### src/rtl/ibex_ascon_state_writeback.sv
// Streams a 320-bit Ascon state into ten GPRs over a valid/ready write port.
// Define ASCON_WB_ENDIAN_SWAP_EN to byte-reverse every written word.
module ibex_ascon_state_writeback #(
  parameter bit RV32E = 1'b0
) (
  input  logic         clk_i,
  input  logic         rst_i,
  input  logic         start_i,
  input  logic [319:0] state_i,
  input  logic         abort_i,
  output logic         wr_valid_o,
  input  logic         wr_ready_i,
  output logic [4:0]   wr_reg_num_o,
  output logic [31:0]  wr_val_o,
  output logic         busy_o,
  output logic         done_o
);

  typedef enum logic [1:0] {
    IDLE,
    WRITE,
    DONE
  } st_e;

  st_e              state_q, state_d;
  logic [3:0]       idx_q, idx_d;
  logic [9:0][31:0] snap_q, snap_d;
  logic [31:0]      word;
  logic [31:0]      word_out;
  logic [4:0]       reg_num;

  always_ff @(posedge clk_i) begin
    if (rst_i) begin
      state_q <= IDLE;
      idx_q   <= 4'd0;
      snap_q  <= '0;
    end else begin
      state_q <= state_d;
      idx_q   <= idx_d;
      snap_q  <= snap_d;
    end
  end

  // Abort wins over everything; a handshake in the abort cycle still lands.
  always_comb begin
    state_d = state_q;
    idx_d   = idx_q;
    snap_d  = snap_q;
    if (abort_i) begin
      state_d = IDLE;
      idx_d   = 4'd0;
    end else begin
      unique case (state_q)
        IDLE: begin
          if (start_i) begin
            snap_d  = state_i;
            idx_d   = 4'd0;
            state_d = WRITE;
          end
        end
        WRITE: begin
          if (wr_ready_i) begin
            if (idx_q == 4'd9) begin
              state_d = DONE;
            end else begin
              idx_d = idx_q + 4'd1;
            end
          end
        end
        DONE: begin
          state_d = IDLE;
          idx_d   = 4'd0;
        end
        default: begin
          state_d = IDLE;
          idx_d   = 4'd0;
        end
      endcase
    end
  end

  // Word 0 (x0.hi) lives in the top slice of the snapshot.
  always_comb begin
    word = snap_q[4'd9 - idx_q];
  end

`ifdef ASCON_WB_ENDIAN_SWAP_EN
  always_comb begin
    word_out = {word[7:0], word[15:8], word[23:16], word[31:24]};
  end
`else
  always_comb begin
    word_out = word;
  end
`endif

  always_comb begin
    reg_num = 5'd0;
    if (RV32E) begin
      case (idx_q)
        4'd0: reg_num = 5'd1;
        4'd1: reg_num = 5'd4;
        4'd2: reg_num = 5'd5;
        4'd3: reg_num = 5'd6;
        4'd4: reg_num = 5'd7;
        4'd5: reg_num = 5'd8;
        4'd6: reg_num = 5'd12;
        4'd7: reg_num = 5'd13;
        4'd8: reg_num = 5'd14;
        4'd9: reg_num = 5'd15;
        default: reg_num = 5'd0;
      endcase
    end else begin
      case (idx_q)
        4'd0: reg_num = 5'd12;
        4'd1: reg_num = 5'd13;
        4'd2: reg_num = 5'd14;
        4'd3: reg_num = 5'd15;
        4'd4: reg_num = 5'd16;
        4'd5: reg_num = 5'd17;
        4'd6: reg_num = 5'd28;
        4'd7: reg_num = 5'd29;
        4'd8: reg_num = 5'd30;
        4'd9: reg_num = 5'd31;
        default: reg_num = 5'd0;
      endcase
    end
  end

  always_comb begin
    wr_valid_o   = (state_q == WRITE);
    wr_reg_num_o = wr_valid_o ? reg_num : 5'd0;
    wr_val_o     = wr_valid_o ? word_out : 32'd0;
    busy_o       = (state_q != IDLE);
    done_o       = (state_q == DONE);
  end

endmodule

### config.mk
export PLATFORM = sky130hd
export DESIGN_NAME = ibex_ascon_state_writeback
export DESIGN_NICKNAME = d
export VERILOG_FILES = /design/src/rtl/ibex_ascon_state_writeback.sv
export SDC_FILE = /design/constraint.sdc
export NUM_CORES = 1
export LEC_CHECK = 0
export BUFFER_PORTS_ARGS = -buffer_cell sky130_fd_sc_hd__clkbuf_2
export CAP_MARGIN = 0
export CORE_AREA = 5 5 196 198
export CTS_CLUSTER_SIZE = 14
export DETAILED_ROUTE_END_ITERATION = 7
export DIE_AREA = 0 0 201 203
export PLACE_DENSITY_LB_ADDON = 0.05
export SYNTH_ARGS = -nofsm -noshare
export SYNTH_HDL_FRONTEND = slang
export SYNTH_SLANG_ARGS = --single-unit
export TNS_END_PERCENT = 100
### constraint.sdc
create_clock -name clk_i -period 2.8 [get_ports clk_i]
set_clock_uncertainty 0.2 [all_clocks]
set_input_delay 0.14 -clock clk_i [delete_from_list [all_inputs] [get_ports clk_i]]
set_output_delay 0.14 -clock clk_i [all_outputs]
set_load 0.03 [all_outputs]
==> impl_metrics.ini, run 1 <==
[global_routing]
grt_overflow = 0
antenna_found_initial = 0
grt_pass1_vias = 14873
grt_max_degree = 207
grt_pass1_wl_um = 85900
gr-usage-all-layers = 0.267

[drt]
met2_length_um = 26000
ant_nets = 0
top_layer = met4
route.detailed.drc = 2
wl_met1_um = 24300
wl_per_cell_um = 19.6
vias = 14361
dr.pass1.iters = 8
route.met3.wl_um = 2980
drtIter0Drc = 1042
viasPerCell = 5.06
finalWirelength_um = 55700

[pwr]
p_per_area_mw_per_mm2 = 528
p_leak_nw = 8.46
vdd_drop_max_uv = 375

[clocking]
root_buffer = clkbuf_16
cts_sinks = 330
cts_tree = done
worstSkewPairLatency_ns = 0.52
htree_levels = 2
cts_buffer_depth = 3
clk_transition_reported_paths_ns = 0.06
cts_made_buffers = 38

[timing]
finalCritPeriodShare = 0.984
slew_viol_final = 0
rsz0062_at_grt = yes
worst_pin_slew_ns = 0.978
relSlewSlack = 0.348
period_minus_slack_ns = 2.75
whs_ns = 0.0450
setup_viol_count_final = 0
hold_violations = 0
max_freq_ghz = 0.363

[final_layout]
final_common_cell = nand2_1
seq_area_mm2 = 0.00661
drive_gt1_frac = 0.234
fin_nets = 2670
layout_common_cells = nand2_1, dlygate4sd3_1, clkbuf_2
n_antenna_cell = 0
multiInputGateArea_mm2 = 0.00711
syn2layout_area_growth_pct = 50.6
final_util = 0.596
fillCellCount = 3195

[synthesis]
synthArstFlopShare = 0
yosysUniqueCellTypes = 35
ys_seq_area_frac = 0.460
synth_edf_count = 0
synth-main-ff-cell = dfxtp_1
yosys_warnings = 0
synth_seq_cells = 330
syn_nets = 2007
avgSynthCellArea_um2 = 8.56
syn_area_mm2 = 0.0144
syn_inst = 1679

[critical_path]
critPathArrivalTime_ns = 2.41
cp-start-kind = flop
cp.required_ns = 2.46
path_class = reg -> out
cp-end-kind = output pin
crit_fanout = 14

[die]
initial_core_util = 0.395
io_pins = 365
core_area_mm2 = 0.0363
die_w_um = 201
fp.dieArea_mm2 = 0.0408
die_h_um = 203
num_rows = 70

[outcome]
violations = design-rule violations
outcome = complete, but fails checks

[placement]
io_buffers = 364
gp_congestion = 0.843
dp_hpwl_um = 37500

[hold_path]
worstHoldPathType = in -> reg

[job]
maxCapViolations = 0
[metal layers]
metal	GRT usage	vias up
met4	0.103	0
met3	0.0442	120
met2	0.441	474
li1	-	6968
met5	0	-
met1	0.353	6799
[repair_timing]
item | in CTS | in global routing
endpoints found under the setup margin | 32 | 36
hold buffers | 364 | 0
gates cloned | 3 | 2
pin swaps | 0 | 2
buffers inserted | 3 | 2
gates resized for setup | 54 | 32
hold endpoints to repair | 329 | 0
[flip-flops by register name, summed over array words and instances (netlist names)]
signal	cells
snap_q	320
state_q	2
idx_q	4
reg_num	4
[layout make-up]
type / count / area share
inverter: 6 / 0.00104
timing repair buffer: 764 / 0.281
clock inverter: 6 / 0.00272
tap: 468 / 0.0270
multi-input combinational: 1202 / 0.328
clock buffer: 63 / 0.0543
sequential: 330 / 0.305
[critical path: stages (launching register included)]
cell,delay [ns]
dfxtp_4,0.38
buf_12,0.13
buf_16,0.17
mux4_2,0.57
mux2i_1,0.20
o22a_1,0.17
nor2_1,0.05
clkbuf_2,0.21
[synthesized netlist by cell type (6+ instances only)]
cell,count,area (µm²)
buf_6,33,372
mux2i_1,66,661
inv_1,6,22.5
clkbuf_1,50,188
a21oi_1,323,1620
nor2_1,40,150
nand2_1,644,2420
buf_2,24,120
o22a_1,32,280
mux4_2,64,1440
dfxtp_1,330,6610
buf_4,30,225
[worst paths after layout]
path	start	endpoint	slack, ns	cells past startpoint
min reg2reg	snap_q[84]	snap_q[84]	0.25	2
max reg2reg	state_q[1]	snap_q[314]	0.11	6
min	rst_i	state_q[1]	0.04	3
max	idx_q[1]	wr_val_o[10]	0.05	7
[kinds of logic (layout without fill, tap and decap cells)]
logic type | after synthesis | count (layout) | synth area share
AND/OR/NAND/NOR | 705 | 705 | 0.188
buffers and inverters | 147 | 839 | 0.0659
flip-flops | 330 | 330 | 0.460
AO/OA/AOI/OAI | 362 | 362 | 0.136
multiplexers | 131 | 131 | 0.147
XOR/XNOR | 1 | 1 | 0.000609
adder cells (fa/ha/maj) | 3 | 3 | 0.00261
[where the power goes]
group / switching [mW] / leakage, nW / internal (mW)
registers: 0.128 / 2.70 / 4.91
logic: 0.710 / 5.16 / 0.780
clock network: 1.95 / 0.609 / 2.95
[per-stage QoR]
step                      std cells  setup slack [ns]  instance area [µm²]  power [mW]  setup TNS [ns]
after global placement         2397             0.350                16300        6.17               0
after global routing           2839           -0.0324                21700        11.9          -0.146
after floorplan                1679             0.244                14400        5.72               0
after detailed placement       2397             0.322                16300        6.18               0
final                          2839            0.0459                21700        11.4               0
after CTS                      2836          0.000287                21500        11.5               0
Note: power is estimated with default switching activity, not from simulation.
==> inputs of run 2 (changes only) <==
--- a/config.mk
+++ b/config.mk
@@ -12,6 +12,7 @@
 export DETAILED_ROUTE_END_ITERATION = 7
 export DIE_AREA = 0 0 201 203
 export PLACE_DENSITY_LB_ADDON = 0.05
+export SETUP_SLACK_MARGIN = 0.5
 export SYNTH_ARGS = -nofsm -noshare
 export SYNTH_HDL_FRONTEND = slang
 export SYNTH_SLANG_ARGS = --single-unit
==> impl_metrics.ini, run 2 (same netlist as run 1, synthesis figures left out) <==
[global_routing]
gr-usage-all-layers = 0.271
grt_pass1_wl_um = 86600
grt_overflow = 0
antenna_found_initial = 1
grt_max_degree = 185
grt_pass1_vias = 15076

[timing]
whs_ns = 0.187
period_minus_slack_ns = 2.78
rsz0062_at_grt = yes
setup_viol_count_final = 0
hold_violations = 0
slew_viol_final = 0
max_freq_ghz = 0.359
timing.final.ws_setup_ns = 0.0168
setup_tns_ns = 0
worst_pin_slew_ns = 0.909
relSlewSlack = 0.394
finalCritPeriodShare = 0.994

[die]
num_rows = 70
core_area_mm2 = 0.0363
initial_core_util = 0.395
die_w_um = 201
die_h_um = 203
io_pins = 365
fp.dieArea_mm2 = 0.0408

[job]
maxCapViolations = 0

[final_layout]
final_util = 0.621
fillCellCount = 3126
finalNonFillerCells = 2855
seq_area_mm2 = 0.00662
n_antenna_cell = 0
drive_gt1_frac = 0.273
fin_nets = 2689
multiInputGateArea_mm2 = 0.00738
layout_common_cells = nand2_1, clkbuf_2, dlygate4sd3_1
largest_reg_flops = 320
design_area_mm2 = 0.0226
final_common_cell = nand2_1
syn2layout_area_growth_pct = 56.9
regMostFlops = snap_q

[clocking]
cts_sinks = 330
cts_tree = done
worstSkewPairLatency_ns = 0.52
cts_made_buffers = 37
root_buffer = clkbuf_16
cts_buffer_depth = 3
htree_levels = 2
clk_transition_reported_paths_ns = 0.06

[drt]
wl_per_cell_um = 20.2
ant_nets = 0
drtIter0Drc = 920
viasPerCell = 5.16
vias = 14743
route.detailed.drc = 0
finalWirelength_um = 57700
dr.pass1.iters = 7

[critical_path]
reg2reg_depth = 7
setup.worst_path.start = idx_q[1]
cp.required_ns = 2.46
rrSetupSlack_ns = 0.55
r2r-end = snap_q[23]
critPathArrivalTime_ns = 2.44
cp-start-kind = flop
rr_startpoint = state_q[0]
crit_fanout = 7
cp-end-kind = output pin
path_class = reg -> out

[placement]
dp_hpwl_um = 38600
gp_congestion = 0.899
io_buffers = 364
dp_slack_ns = 0.162
dp_cells = 2415
placed_cell_area_mm2 = 0.0167

[hold_path]
whs_path_depth = 4
min_to = snap_q[176]
worstHoldPathType = in -> reg
worstHoldStart = state_i[176]

[pwr]
total_power_mw = 11.4
vdd_drop_max_uv = 389
p_per_area_mw_per_mm2 = 506
p_leak_nw = 8.66

[outcome]
outcome = complete, no violations
==> run 2: cell count changes in the layout (fill, tap and decap cells not counted), moves of 11 or more <==
| cell | before | now |
|---|---|---|
| dlygate4sd3_1 | 364 | 330 |
| clkbuf_2 | 347 | 331 |
| buf_4 | 17 | 35 |
| buf_8 | 1 | 27 |
| buf_12 | 15 | 26 |
| nor2_4 | 0 | 30 |
| nor2_1 | 39 | 8 |
==> run 2: layer usage <==
layer / up-vias / wire length, µm / track usage
met1: 7035 / 24200 / 0.343
met2: 555 / 27400 / 0.455
met3: 140 / 3120 / 0.0465
li1: 7011 / - / -
met4: 2 / 2980 / 0.128
met5: - / 13 / 0
==> run 2: critical path: stages (launching register included) <==
cell and delay (ns):
dfxtp_4 0.42, buf_6 0.15, buf_12 0.12, mux4_2 0.57, mux2i_4 0.23, o22a_1 0.22
nor2_4 0.05, buf_8 0.14
==> run 2: cell type report <==
type                    instances  area share
multi-input cells            1202       0.327
flip-flops and latches        330       0.294
repair buffers                784       0.299
clock buffers                  54      0.0498
inverters                       6    0.000999
well taps                     468      0.0260
clock inverters                11     0.00372
==> run 2: worst max path at each step <==
stage	slack [ns]	end
floorplan	0.44	wr_val_o[12]
global placement	0.20	wr_val_o[24]
detailed placement	0.16	wr_val_o[24]
CTS	-0.003	wr_val_o[29]
global route	-0.03	wr_val_o[28]
finish	0.02	wr_val_o[18]
==> run 2: what timing repair did <==
action / 4_1_cts / 5_1_grt
setup endpoints to repair: 33 / 82
hold buffers: 335 / 0
setup buffers: 16 / 13
resized for setup: 121 / 74
endpoints found under the hold margin: 329 / 0
pin swaps: 9 / 14
gates cloned: 7 / 5
==> run 2: power breakdown <==
part | switching [mW] | internal [mW] | total, mW
Clock | 1.95 | 2.87 | 4.81
Combinational | 0.747 | 0.807 | 1.55
Sequential | 0.129 | 4.91 | 5.04
==> inputs of run 3 (changes only) <==
--- a/config.mk
+++ b/config.mk
@@ -5,14 +5,15 @@
 export SDC_FILE = /design/constraint.sdc
 export NUM_CORES = 1
 export LEC_CHECK = 0
-export BUFFER_PORTS_ARGS = -buffer_cell sky130_fd_sc_hd__clkbuf_2
 export CAP_MARGIN = 0
-export CORE_AREA = 5 5 196 198
+export CORE_AREA = 5 5 161 241
 export CTS_CLUSTER_SIZE = 14
 export DETAILED_ROUTE_END_ITERATION = 7
-export DIE_AREA = 0 0 201 203
+export DIE_AREA = 0 0 166 246
+export DONT_BUFFER_PORTS = 1
 export PLACE_DENSITY_LB_ADDON = 0.05
 export SETUP_SLACK_MARGIN = 0.5
+export SLEW_MARGIN = 20
 export SYNTH_ARGS = -nofsm -noshare
 export SYNTH_HDL_FRONTEND = slang
 export SYNTH_SLANG_ARGS = --single-unit
==> impl_metrics.ini, run 3 (same netlist as run 1, synthesis figures left out) <==
[timing]
period_minus_slack_ns = 2.74
setup_tns_ns = 0
setup_viol_count_final = 0
worst_pin_slew_ns = 0.924
finalCritPeriodShare = 0.980
relSlewSlack = 0.384
slew_viol_final = 0
max_freq_ghz = 0.364
hold_violations = 320
rsz0062_at_grt = yes
whs_ns = -0.490

[drt]
dr.pass1.iters = 5
route.detailed.drc = 0
drtIter0Drc = 830
finalWirelength_um = 53300
viasPerCell = 5.28
wl_per_cell_um = 22.8
vias = 12345
ant_nets = 0

[final_layout]
fin_nets = 2153
regMostFlops = snap_q
final_common_cell = nand2_1
layout_common_cells = nand2_1, dfxtp_1, a21oi_1
drive_gt1_frac = 0.140
largest_reg_flops = 320
syn2layout_area_growth_pct = 30.0
finalNonFillerCells = 2339

[hold_path]
whs_path_depth = 1
worstHoldStart = rst_i
worstHoldPathType = in -> reg
min_to = snap_q[159]

[global_routing]
grt_max_degree = 323
grt_pass1_wl_um = 76300
grt_use_met3 = 0.0499
grt_busiest_layer = met2
antenna_found_initial = 7
grt.met2_usage = 0.428
grt_pass1_vias = 12101
gr-usage-all-layers = 0.242
grt_overflow = 0
grtUsageMet1 = 0.298

[clocking]
worstSkewPairLatency_ns = 0.52
clk_transition_reported_paths_ns = 0.06
cts_buffer_depth = 3
htree_levels = 2
cts_made_buffers = 35
cts_tree = done
root_buffer = clkbuf_16
cts_sinks = 330

[critical_path]
cp-start-kind = flop
path_class = reg -> out
cp.required_ns = 2.46
rr_startpoint = idx_q[0]
r2r-end = reg_num[4]
rrSetupSlack_ns = 0.48
crit_fanout = 6
cp-end-kind = output pin
critPathArrivalTime_ns = 2.40
reg2reg_depth = 10

[die]
die_h_um = 246
num_rows = 86
core_area_mm2 = 0.0365
io_pins = 365
die_w_um = 166
initial_core_util = 0.394
fp.dieArea_mm2 = 0.0408

[pwr]
vdd_drop_max_uv = 426
power_frac_seq = 0.472
power_switching_mw = 2.61
p_leak_nw = 6.26
combinationalPowerShare = 0.097
p_clk_frac = 0.431
p_per_area_mw_per_mm2 = 571
p_int_mw = 8.06
p_sw_frac = 0.245
total_power_mw = 10.7

[placement]
dp_hpwl_um = 35800
dp_cells = 2050
io_buffers = 0
gp_congestion = 0.809

[job]
maxCapViolations = 0

[outcome]
outcome = complete, but fails checks
violations = negative hold slack
[run 3: per-stage QoR]
step	instance area [µm²]	util	hold WS [ns]	setup slack (ns)
global route	18700	0.512	-0.511	0.00698
CTS	18200	0.498	-0.509	0.0468
global placement	14700	0.402	0.0401	0.348
detailed placement	14700	0.402	0.0420	0.338
finish	18700	0.512	-0.490	0.0558
floorplan	14600	-	0.0760	0.436
[run 3: final cells by class]
type / instances / area (µm²)
multi-input cells: 1203 / 7370
well taps: 484 / 606
flip-flops and latches: 330 / 6610
inverters: 6 / 26.3
clock inverters: 10 / 78.8
fillers: 3486 / 17800
repair buffers: 249 / 2930
clock buffers: 50 / 1030
diodes: 7 / 17.5
[run 3: repair_timing]
item / in CTS / in global routing
setup endpoints to repair: 39 / 241
hold buffers: 163 / 23
hold endpoints to repair: 329 / 321
gates cloned: 10 / 3
buffers inserted: 20 / 4
gates resized for setup: 60 / 32
pin swaps: 23 / 27
[run 3: per-layer routing]
layer / up-vias / part of all wire
li1: 5964 / -
met1: 5954 / 0.41
met2: 358 / 0.51
met3: 67 / 0.053
met4: 2 / 0.029
met5: - / 0.00024
[run 3: worst max-delay path, cell delays in order (launching register included)]
cell and delay [ns]:
dfxtp_4 0.46, buf_12 0.15, buf_16 0.12, mux4_2 0.55, mux2i_4 0.26, o22a_1 0.22
nor2_4 0.09
[run 3: power by group through the flow]
stage	sequential [mW]	combinational (mW)	clock, mW
finish	5.03	1.03	4.60
global route	5.05	1.13	4.86
CTS	5.03	0.971	4.70
detailed placement	5.14	0.727	0
global placement	5.14	0.715	0
floorplan	5.08	0.666	0
[run 3: worst max path at each step]
stage / cells after the start / start / slack, ns / to
floorplan: 8 / idx_q[1] / 0.44 / wr_val_o[12]
global placement: 6 / idx_q[0] / 0.35 / wr_val_o[22]
detailed placement: 6 / idx_q[0] / 0.34 / wr_val_o[22]
CTS: 5 / idx_q[0] / 0.05 / wr_val_o[22]
global route: 6 / idx_q[0] / 0.007 / wr_val_o[24]
finish: 6 / idx_q[0] / 0.06 / wr_val_o[25]
